**src/rtl/pipe_decode_reg.sv**
```systemverilog
// IF/ID pipeline register for the RV32I core.
// Captures the fetched instruction, its PC and PC+4, and presents them to
// decode one cycle later. Supports stall (enabler low) and flush (bubble
// insertion via sync_reset). Every output comes straight from a flop, so no
// input reaches an output combinationally.
module pipe_decode_reg #(
    parameter int unsigned              DATA_WIDTH = 32,
    parameter logic [DATA_WIDTH-1:0]    NOP_INSTR  = 32'h0000_0013
) (
    input  logic                  clock,
    // Despite its name this reset is sampled only at the rising edge.
    input  logic                  async_reset,
    input  logic                  sync_reset,
    input  logic                  enabler,
    input  logic [DATA_WIDTH-1:0] instruction_F,
    input  logic [DATA_WIDTH-1:0] PC_F,
    input  logic [DATA_WIDTH-1:0] PC_plus_4_F,
    output logic [DATA_WIDTH-1:0] instruction_D,
    output logic [DATA_WIDTH-1:0] PC_D,
    output logic [DATA_WIDTH-1:0] PC_plus_4_D
);

    logic [DATA_WIDTH-1:0] instr_d, instr_q;
    logic [DATA_WIDTH-1:0] pc_d, pc_q;
    logic [DATA_WIDTH-1:0] pc_plus_4_d, pc_plus_4_q;

    // Bubble when either reset is low; reset and flush both produce a NOP.
    logic bubble;
    assign bubble = !async_reset || !sync_reset;

    // Next-state selection: bubble beats load, load beats hold.
    // All three fields always move together.
    always_comb begin
        instr_d     = instr_q;
        pc_d        = pc_q;
        pc_plus_4_d = pc_plus_4_q;
        if (bubble) begin
            instr_d     = NOP_INSTR;
            pc_d        = '0;
            pc_plus_4_d = '0;
        end else if (enabler) begin
            instr_d     = instruction_F;
            pc_d        = PC_F;
            pc_plus_4_d = PC_plus_4_F;
        end
    end

    // Pipeline state; no reset branch is needed because the reset is folded
    // into the next-state logic above and is therefore synchronous.
    always_ff @(posedge clock) begin
        instr_q     <= instr_d;
        pc_q        <= pc_d;
        pc_plus_4_q <= pc_plus_4_d;
    end

    assign instruction_D = instr_q;
    assign PC_D          = pc_q;
    assign PC_plus_4_D   = pc_plus_4_q;

endmodule

```
**config.mk**
```make
export PLATFORM = sky130hd
export DESIGN_NAME = pipe_decode_reg
export DESIGN_NICKNAME = d
export VERILOG_FILES = /design/src/rtl/pipe_decode_reg.sv
export SDC_FILE = /design/constraint.sdc
export NUM_CORES = 1
export LEC_CHECK = 0
export ABC_AREA = 1
export ABC_CLOCK_PERIOD_IN_PS = 1000
export CORE_AREA = 8 8 89 131
export CTS_BUF_LIST = sky130_fd_sc_hd__clkbuf_2 sky130_fd_sc_hd__clkbuf_4 sky130_fd_sc_hd__clkbuf_8
export CTS_CLUSTER_SIZE = 20
export DETAILED_ROUTE_END_ITERATION = 16
export DIE_AREA = 0 0 97 139
export GPL_ROUTABILITY_DRIVEN = 0
export GPL_TIMING_DRIVEN = 0
export PLACE_DENSITY = 0.8
export SLEW_MARGIN = 20
export SYNTH_ARGS = -nofsm -noshare
export SYNTH_HDL_FRONTEND = slang
export SYNTH_SLANG_ARGS = --single-unit
```
**constraint.sdc**
```tcl
create_clock -name clock -period 1 [get_ports clock]
set_clock_uncertainty 0.05 [all_clocks]
set_input_delay 0.15 -clock clock [delete_from_list [all_inputs] [get_ports clock]]
set_output_delay 0.15 -clock clock [all_outputs]
set_load 0.03 [all_outputs]
```
==> results.yml, run 1 <==
placement:
  detailedPlace.worstSlack_ns: -0.523
  numPortBuffers: 194
  dpl.hpwl_mm: 9.50
  post_dp_cell_area_um2: 5980
  placed_cells: 915
critical_path:
  endpoint_kind: "primary output"
  required_ns: 0.80
  crit_type: "reg2out"
  critPathSlowestCell: "dfxtp_2"
  path_buf_inv: 1
  critPathArrivalTime_ns: 0.85
  slowest_delay_ns: 0.35
  path_delay_family: "flip-flops"
  cp-start-kind: "flop"
  crit_chain: "buf_6"
  cp_max_fo: 2
finish:
  fin_util_pct: 67.6
  nets: 924
  final_common_cell: "nand2_1"
  drive_above_1_share_pct: 31.0
  final_cell_mix: "nand2_1, nor2_1, buf_6"
  post_layout_nonfiller_instances: 946
  area_growth_pct: 71.1
  antenna_cells: 0
  fin_area_um2: 6660
global_route:
  antenna_found_initial: 0
  grt_pass1_vias: 4043
  grt_max_degree: 15
  grt_pass1_wl_mm: 19.7
  globalRouteOverflowTotal: 0
  gr-usage-all-layers_pct: 17.8
timing:
  finalHoldViolCount: 0
  fmax_mhz: 951
  slew_violations: 0
  finalSetupTns_ns: -2.93
  layout_setup_ws_ns: -0.0511
  layout_min_cycle_time_ns: 1.05
  worst_slew_pin_slew_ns: 0.206
  relSlewSlack_pct: 86.3
  finalSetupViolCount: 96
  rsz0062_at_grt: "yes"
  timing.hold.ws_ns: 0.244
  fin_crit_sh_pct: 105
outcome:
  status: "finished, violations left"
  violations: "setup timing"
flow_run:
  maxCapViolCount: 0
power_and_ir_drop:
  p_per_area_nw_per_um2: 1300
  ir_drop_uv: 1010
  leakagePower_nw: 3.42
  finalPower_mw: 8.64
synth:
  yosys.area.top_type_share_pct: 49.4
  netlist_instances: 604
  ys_warn_count: 0
  avgSynthCellArea_um2: 6.44
  syn_nets: 704
  synth_seq_area_share_pct: 49.4
  yosysTopAreaCell: "dfxtp_1"
  synth_area_leaders: "dfxtp_1, nand2_1, nor2_1"
  syn-cell-area_um2: 3890
  synth.distinct_cells: 10
  ys_ff_latch: 96
routing:
  avgViaCountPerCell: 4.26
  antenna_left: 0
  dr.pass1.iters: 4
  wl_per_cell_um: 13.3
  drt-total-wl_mm: 12.5
  drc: 0
  vias: 4033
  drtIter0Drc: 110
die:
  die_h_um: 139
  core_um2: 9850
  floorplan.rows: 45
  start_util_pct: 39.5
  die-area_um2: 13500
  io_pins: 196
  dieWidth_um: 97
worst_hold_path:
  hold_path.class: "in2reg"
clock_tree:
  cts_sinks: 96
  path_clk_slew_ns: 0.09
  hold_buffers: 0
  cts_made_buffers: 9
  cts_tree: "yes"
  clkLatencyLatePin_ns: 0.36
  clockRootBuffer: "clkbuf_8"
  clockBufferDepth: 2
  cts-htree-levels: 3
==> tightest hold or removal path, stage by stage <==
cell    delay [ns]
buf_6         0.13
buf_2         0.19
nor2_1        0.11
nor2_1        0.05
==> Yosys cell counts <==
cell type	number
buf_6	3
nand3_1	3
inv_2	1
dfxtp_1	96
inv_1	94
buf_2	22
nand2_1	193
clkbuf_1	4
buf_4	2
nor2_1	186
==> report_power, final <==
group          switching, mW  leakage, nW  internal, mW
sequential             0.117        0.824          4.02
clock                   1.31        0.110          1.34
combinational          0.913         2.49         0.939
==> cell families (layout without fill, tap and decap cells) <==
group | count (synthesis) | count (layout) | synth area share, %
and+or+nand+nor | 382 | 382 | 37.0
buffers and inverters | 126 | 351 | 13.6
DFF | 96 | 96 | 49.4
==> final cells by class <==
type	count	area, um2
Fill cell	819	3200
Timing Repair Buffer	210	2240
Sequential cell	96	2040
Multi-Input combinational cell	382	1440
Inverter	95	362
Buffer	30	215
Clock buffer	13	166
Tap cell	117	146
Clock inverter	3	40.0
==> metal layers <==
metal | wire length (um) | share of wire (%) | GRT usage [%] | vias to the layer above
met4 | 485 | 3.9 | 10.0 | 0
met5 | 0 | 0 | 0 | -
met1 | 4420 | 35 | 16.8 | 1732
met3 | 973 | 7.8 | 6.13 | 28
li1 | - | - | - | 2139
met2 | 6660 | 53 | 32.4 | 134
==> what timing repair did <==
action | 4_1_cts | 5_1_grt
hold endpoints to repair | 0 | 0
setup endpoints to repair | 176 | 173
setup buffers | 7 | 6
pin swaps | 0 | 3
gates resized for setup | 783 | 9
gates cloned | 0 | 3
==> sequential cells by signal, summed over array words and instances, names as in the netlist <==
signal	cells
PC_plus_4_D	32
PC_D	32
instruction_D	32
==> path summary, 6_finish.rpt <==
path                            startpoint                             end  slack (ns)  cells past startpoint
min                                enabler  instruction_D[30]$_SDFFE_PP0P_        0.24                      4
max reg2reg  instruction_D[1]$_SDFFE_PP1P_   instruction_D[1]$_SDFFE_PP1P_        0.22                      3
max          instruction_D[0]$_SDFFE_PP1P_                instruction_D[0]       -0.05                      1
min reg2reg   PC_plus_4_D[26]$_SDFFE_PP0P_    PC_plus_4_D[26]$_SDFFE_PP0P_        0.43                      2
Note: power is estimated with default switching activity, not from simulation.
==> run 2, diff against run 1 <==
--- a/config.mk
+++ b/config.mk
@@ -7,11 +7,11 @@
 export LEC_CHECK = 0
 export ABC_AREA = 1
 export ABC_CLOCK_PERIOD_IN_PS = 1000
-export CORE_AREA = 8 8 89 131
+export CORE_AREA = 2 2 83 125
 export CTS_BUF_LIST = sky130_fd_sc_hd__clkbuf_2 sky130_fd_sc_hd__clkbuf_4 sky130_fd_sc_hd__clkbuf_8
 export CTS_CLUSTER_SIZE = 20
 export DETAILED_ROUTE_END_ITERATION = 16
-export DIE_AREA = 0 0 97 139
+export DIE_AREA = 0 0 85 127
 export GPL_ROUTABILITY_DRIVEN = 0
 export GPL_TIMING_DRIVEN = 0
 export PLACE_DENSITY = 0.8
==> run 2 against run 1 <==
Register-to-register slack better by 0.04 ns. Power is 0.20% lower. The run still ends with setup timing left. Global-route usage is 2.3 points higher. Hold slack worse by 0.0069 ns. Via count is 2.0% higher. Critical endpoint is now PC_D[2]. Clock power hardly changed. Worst setup slack worse by 0.00054 ns. Critical path depth stayed put.
==> results.yml, run 2 (synthesis gave the netlist of run 1 again) <==
critical_path:
  cp-start-kind: "flop"
  cp_max_fo: 2
  path_buf_inv: 1
  crit_type: "reg2out"
  critPathSlowestCell: "dfxtp_2"
  slowest_delay_ns: 0.36
  required_ns: 0.80
  endpoint_kind: "primary output"
  r2r_setup_slack_ns: 0.26
  critPathArrivalTime_ns: 0.85
  crit_chain: "buf_6"
  path_delay_family: "flip-flops"
finish:
  drive_above_1_share_pct: 30.9
  nets: 920
  fin_util_pct: 69.2
  antenna_cells: 0
  fin_area_um2: 6670
  final_cell_mix: "nand2_1, nor2_1, buf_6"
  n_fill_cell: 817
  area_growth_pct: 71.5
  final_common_cell: "nand2_1"
clock_tree:
  cts_sinks: 96
  hold_buffers: 0
  cts-htree-levels: 3
  path_clk_slew_ns: 0.09
  clockRootBuffer: "clkbuf_8"
  clockBufferDepth: 2
  clkLatencyLatePin_ns: 0.36
  cts_tree: "yes"
  cts_made_buffers: 9
routing:
  wl_per_cell_um: 12.2
  drc: 0
  vias: 4112
  drt-total-wl_mm: 11.5
  dr.pass1.iters: 4
  avgViaCountPerCell: 4.37
  antenna_left: 0
  drtIter0Drc: 109
timing:
  relSlewSlack_pct: 86.8
  fin_crit_sh_pct: 105
  layout_setup_ws_ns: -0.0517
  finalHoldViolCount: 0
  layout_min_cycle_time_ns: 1.05
  rsz0062_at_grt: "yes"
  fmax_mhz: 951
  finalSetupViolCount: 96
  worst_slew_pin_slew_ns: 0.198
  slew_violations: 0
power_and_ir_drop:
  leakagePower_nw: 3.39
  finalPower_mw: 8.62
  p_per_area_nw_per_um2: 1290
  ir_drop_uv: 763
die:
  start_util_pct: 40.4
  die_h_um: 127
  core_um2: 9630
  floorplan.rows: 44
  die-area_um2: 10800
  dieWidth_um: 85
  io_pins: 196
outcome:
  status: "finished, violations left"
  violations: "setup timing"
global_route:
  grt_pass1_vias: 3927
  globalRouteOverflowTotal: 0
  gr-usage-all-layers_pct: 20.1
  antenna_found_initial: 0
  grt_pass1_wl_mm: 17.5
  grt_max_degree: 16
placement:
  numPortBuffers: 194
  post_dp_cell_area_um2: 5980
  dpl.hpwl_mm: 8.35
worst_hold_path:
  hold_path.class: "in2reg"
flow_run:
  maxCapViolCount: 0
==> run 2: cell types whose count changed in the layout (fill, tap and decap cells not counted), sizes merged <==
cell,previous run,this run
dlymetal6s2s,2,0
clkdlybuf4s50,96,98
clkbuf,20,17
buf,135,132
clkinvlp,0,2
==> run 2: final cells by class <==
type	count	area (um2)	area share, %
Timing Repair Buffer	205	2220	33.3
Clock buffer	11	151	2.27
Inverter	95	362	5.42
Clock inverter	5	55.1	0.825
Buffer	31	250	3.75
Sequential cell	96	2040	30.6
Tap cell	115	144	2.16
Multi-Input combinational cell	382	1450	21.7
==> run 2: metrics by stage <==
stage / hold slack [ns] / std cells / TNS, ns / setup slack (ns)
2_1_floorplan: 0.227 / 604 / 0 / 0.160
3_3_place_gp: 0.407 / 913 / -57.78 / -0.470
3_5_place_dp: 0.411 / 913 / -59.89 / -0.541
4_1_cts: 0.231 / 934 / -4.80 / -0.0756
5_1_grt: 0.260 / 940 / -6.76 / -0.0980
6_report: 0.237 / 940 / -3.31 / -0.0517
==> run 2: final timing paths <==
| kind | start | to | depth (start not counted) |
|---|---|---|---|
| setup / recovery | PC_D[2]$_SDFFE_PP0P_ | PC_D[2] | 1 |
| hold / removal | enabler | instruction_D[31]$_SDFFE_PP0P_ | 4 |
| setup reg to reg | PC_D[17]$_SDFFE_PP0P_ | PC_D[17]$_SDFFE_PP0P_ | 3 |
| hold reg to reg | PC_plus_4_D[4]$_SDFFE_PP0P_ | PC_plus_4_D[4]$_SDFFE_PP0P_ | 2 |
==> run 2: layer usage <==
metal  GRT usage (%)  vias up  routed length (um)
met5               0        -                   0
met4            13.4        0                 537
met3            4.13       39                 798
met2            36.4      147                5990
met1            20.3     1793                4180
li1                -     2133                   -
==> run 2: timing repair <==
item                                    CTS  global route
endpoints found under the setup margin  176           151
cloned                                    0             4
pin swaps                                 0             2
resized for setup                       782            21
setup buffers                             5             2
==> run 2: report_power, final <==
group | internal [mW] | total (mW) | switching, mW | leakage (nW)
registers | 4.02 | 4.14 | 0.118 | 0.824
clock network | 1.28 | 2.62 | 1.33 | 0.101
logic | 0.952 | 1.87 | 0.916 | 2.47
total | 6.25 | 8.62 | 2.37 | 3.39
==> run 3, diff against run 2 <==
--- a/config.mk
+++ b/config.mk
@@ -13,7 +13,7 @@
 export DETAILED_ROUTE_END_ITERATION = 16
 export DIE_AREA = 0 0 85 127
 export GPL_ROUTABILITY_DRIVEN = 0
-export GPL_TIMING_DRIVEN = 0
+export GPL_TIMING_DRIVEN = 1
 export PLACE_DENSITY = 0.8
 export SLEW_MARGIN = 20
 export SYNTH_ARGS = -nofsm -noshare
==> run 3 against run 2 <==
The flow still finishes with violations (setup timing). Core utilization fell by 2.6 points. Global-route usage fell by 1.4 points. Non-clock buffer count fell by 28. Largest cell class unchanged.
==> results.yml, run 3 (synthesis gave the netlist of run 1 again) <==
clock_tree:
  cts-htree-levels: 3
  cts_sinks: 96
  path_clk_slew_ns: 0.09
  hold_buffers: 0
  clockBufferDepth: 2
  clkLatencyLatePin_ns: 0.34
  cts_made_buffers: 9
  cts_tree: "yes"
  clockRootBuffer: "clkbuf_8"
critical_path:
  path_delay_family: "flip-flops"
  cp.depth: 1
  r2r-end: "instruction_D[0]$_SDFFE_PP1P_"
  reg2regPathDepth: 3
  required_ns: 0.80
  r2r_setup_slack_ns: 0.24
  critPathSlowestCell: "dfxtp_2"
  crit_chain: "buf_6"
  critPathArrivalTime_ns: 0.84
  slowest_delay_ns: 0.36
  cp_max_fo: 2
  cp-start-kind: "flop"
  cp-startpoint: "PC_D[24]$_SDFFE_PP0P_"
  crit_type: "reg2out"
  endpoint_kind: "primary output"
  r2r-start: "instruction_D[0]$_SDFFE_PP1P_"
  path_buf_inv: 1
  cp-endpoint: "PC_D[24]"
die:
  dieWidth_um: 85
  die_h_um: 127
  floorplan.rows: 44
  core_um2: 9630
  die-area_um2: 10800
  start_util_pct: 40.4
  io_pins: 196
timing:
  layout_min_cycle_time_ns: 1.04
  timing.hold.ws_ns: 0.270
  relSlewSlack_pct: 81.7
  layout_setup_ws_ns: -0.0356
  finalSetupTns_ns: -1.91
  fmax_mhz: 966
  slew_violations: 0
  rsz0062_at_grt: "yes"
  worst_slew_pin_slew_ns: 0.274
  finalSetupViolCount: 96
  fin_crit_sh_pct: 104
  finalHoldViolCount: 0
global_route:
  grt_pass1_wl_mm: 16.4
  gr-usage-all-layers_pct: 18.7
  grt_max_degree: 65
  globalRouteOverflowTotal: 0
  grt_pass1_vias: 3692
  antenna_found_initial: 0
outcome:
  status: "finished, violations left"
  violations: "setup timing"
worst_hold_path:
  holdCritStartpoint: "enabler"
  whs_path_depth: 4
  hold_path.class: "in2reg"
finish:
  final_cell_mix: "nand2_1, nor2_1, clkdlybuf4s50_1"
  final_common_cell: "nand2_1"
  post_layout_nonfiller_instances: 912
  antenna_cells: 0
  drive_above_1_share_pct: 28.1
  fin_util_pct: 66.6
  nets: 892
  area_growth_pct: 65.0
routing:
  wl_per_cell_um: 11.9
  vias: 3919
  drc: 0
  dr.pass1.iters: 4
  avgViaCountPerCell: 4.30
  drtIter0Drc: 99
  drt-total-wl_mm: 10.9
  antenna_left: 0
placement:
  placed_cells: 889
  numPortBuffers: 195
  dpl.hpwl_mm: 7.37
power_and_ir_drop:
  ir_drop_uv: 946
  leakagePower_nw: 3.24
  p_per_area_nw_per_um2: 1270
flow_run:
  maxCapViolCount: 0
[run 3: area by class of cell]
type,count,area [um2]
sequential,96,2040
inverter,95,359
fill,798,3220
timing repair buffer,208,2260
tap,115,144
clock buffer,10,131
multi-input combinational,382,1440
clock inverter,6,36.3
[run 3: layer usage]
layer / GRT usage, % / up-vias / share of wire, %
li1: - / 2072 / -
met1: 19.7 / 1681 / 38
met2: 33.3 / 136 / 51
met3: 5.10 / 30 / 6.8
met4: 9.99 / 0 / 4.0
met5: 0 / - / 0
[run 3: worst min-delay path by stage]
stage,endpoint,slack [ns]
3_5_place_dp,PC_D[20]$_SDFFE_PP0P_,0.41
3_3_place_gp,PC_D[12]$_SDFFE_PP0P_,0.41
5_1_grt,instruction_D[31]$_SDFFE_PP0P_,0.28
6_report,instruction_D[27]$_SDFFE_PP0P_,0.27
4_1_cts,instruction_D[27]$_SDFFE_PP0P_,0.25
2_1_floorplan,instruction_D[0]$_SDFFE_PP1P_,0.23
[run 3: what timing repair did]
item | CTS | global route
gates cloned | 0 | 2
resized for setup | 192 | 2
setup buffers | 2 | 3
endpoints found under the hold margin | 0 | 0
setup endpoints to repair | 96 | 110
[run 3: report_power, final]
| part | internal [mW] | leakage, nW | total (mW) | switching [mW] |
|---|---|---|---|---|
| clock | 0.920 | 0.0892 | 2.23 | 1.30 |
| combinational | 0.890 | 2.33 | 1.78 | 0.891 |
| sequential | 4.02 | 0.824 | 4.14 | 0.118 |
[run 3: per-stage QoR]
stage	total power, mW	area [um2]	setup slack, ns
finish	8.14	6420	-0.0356
global route	8.54	6420	-0.0803
CTS	8.18	6340	-0.0624
detailed placement	5.80	5680	-0.324
global placement	5.76	5680	-0.292
floorplan	5.03	3890	0.160
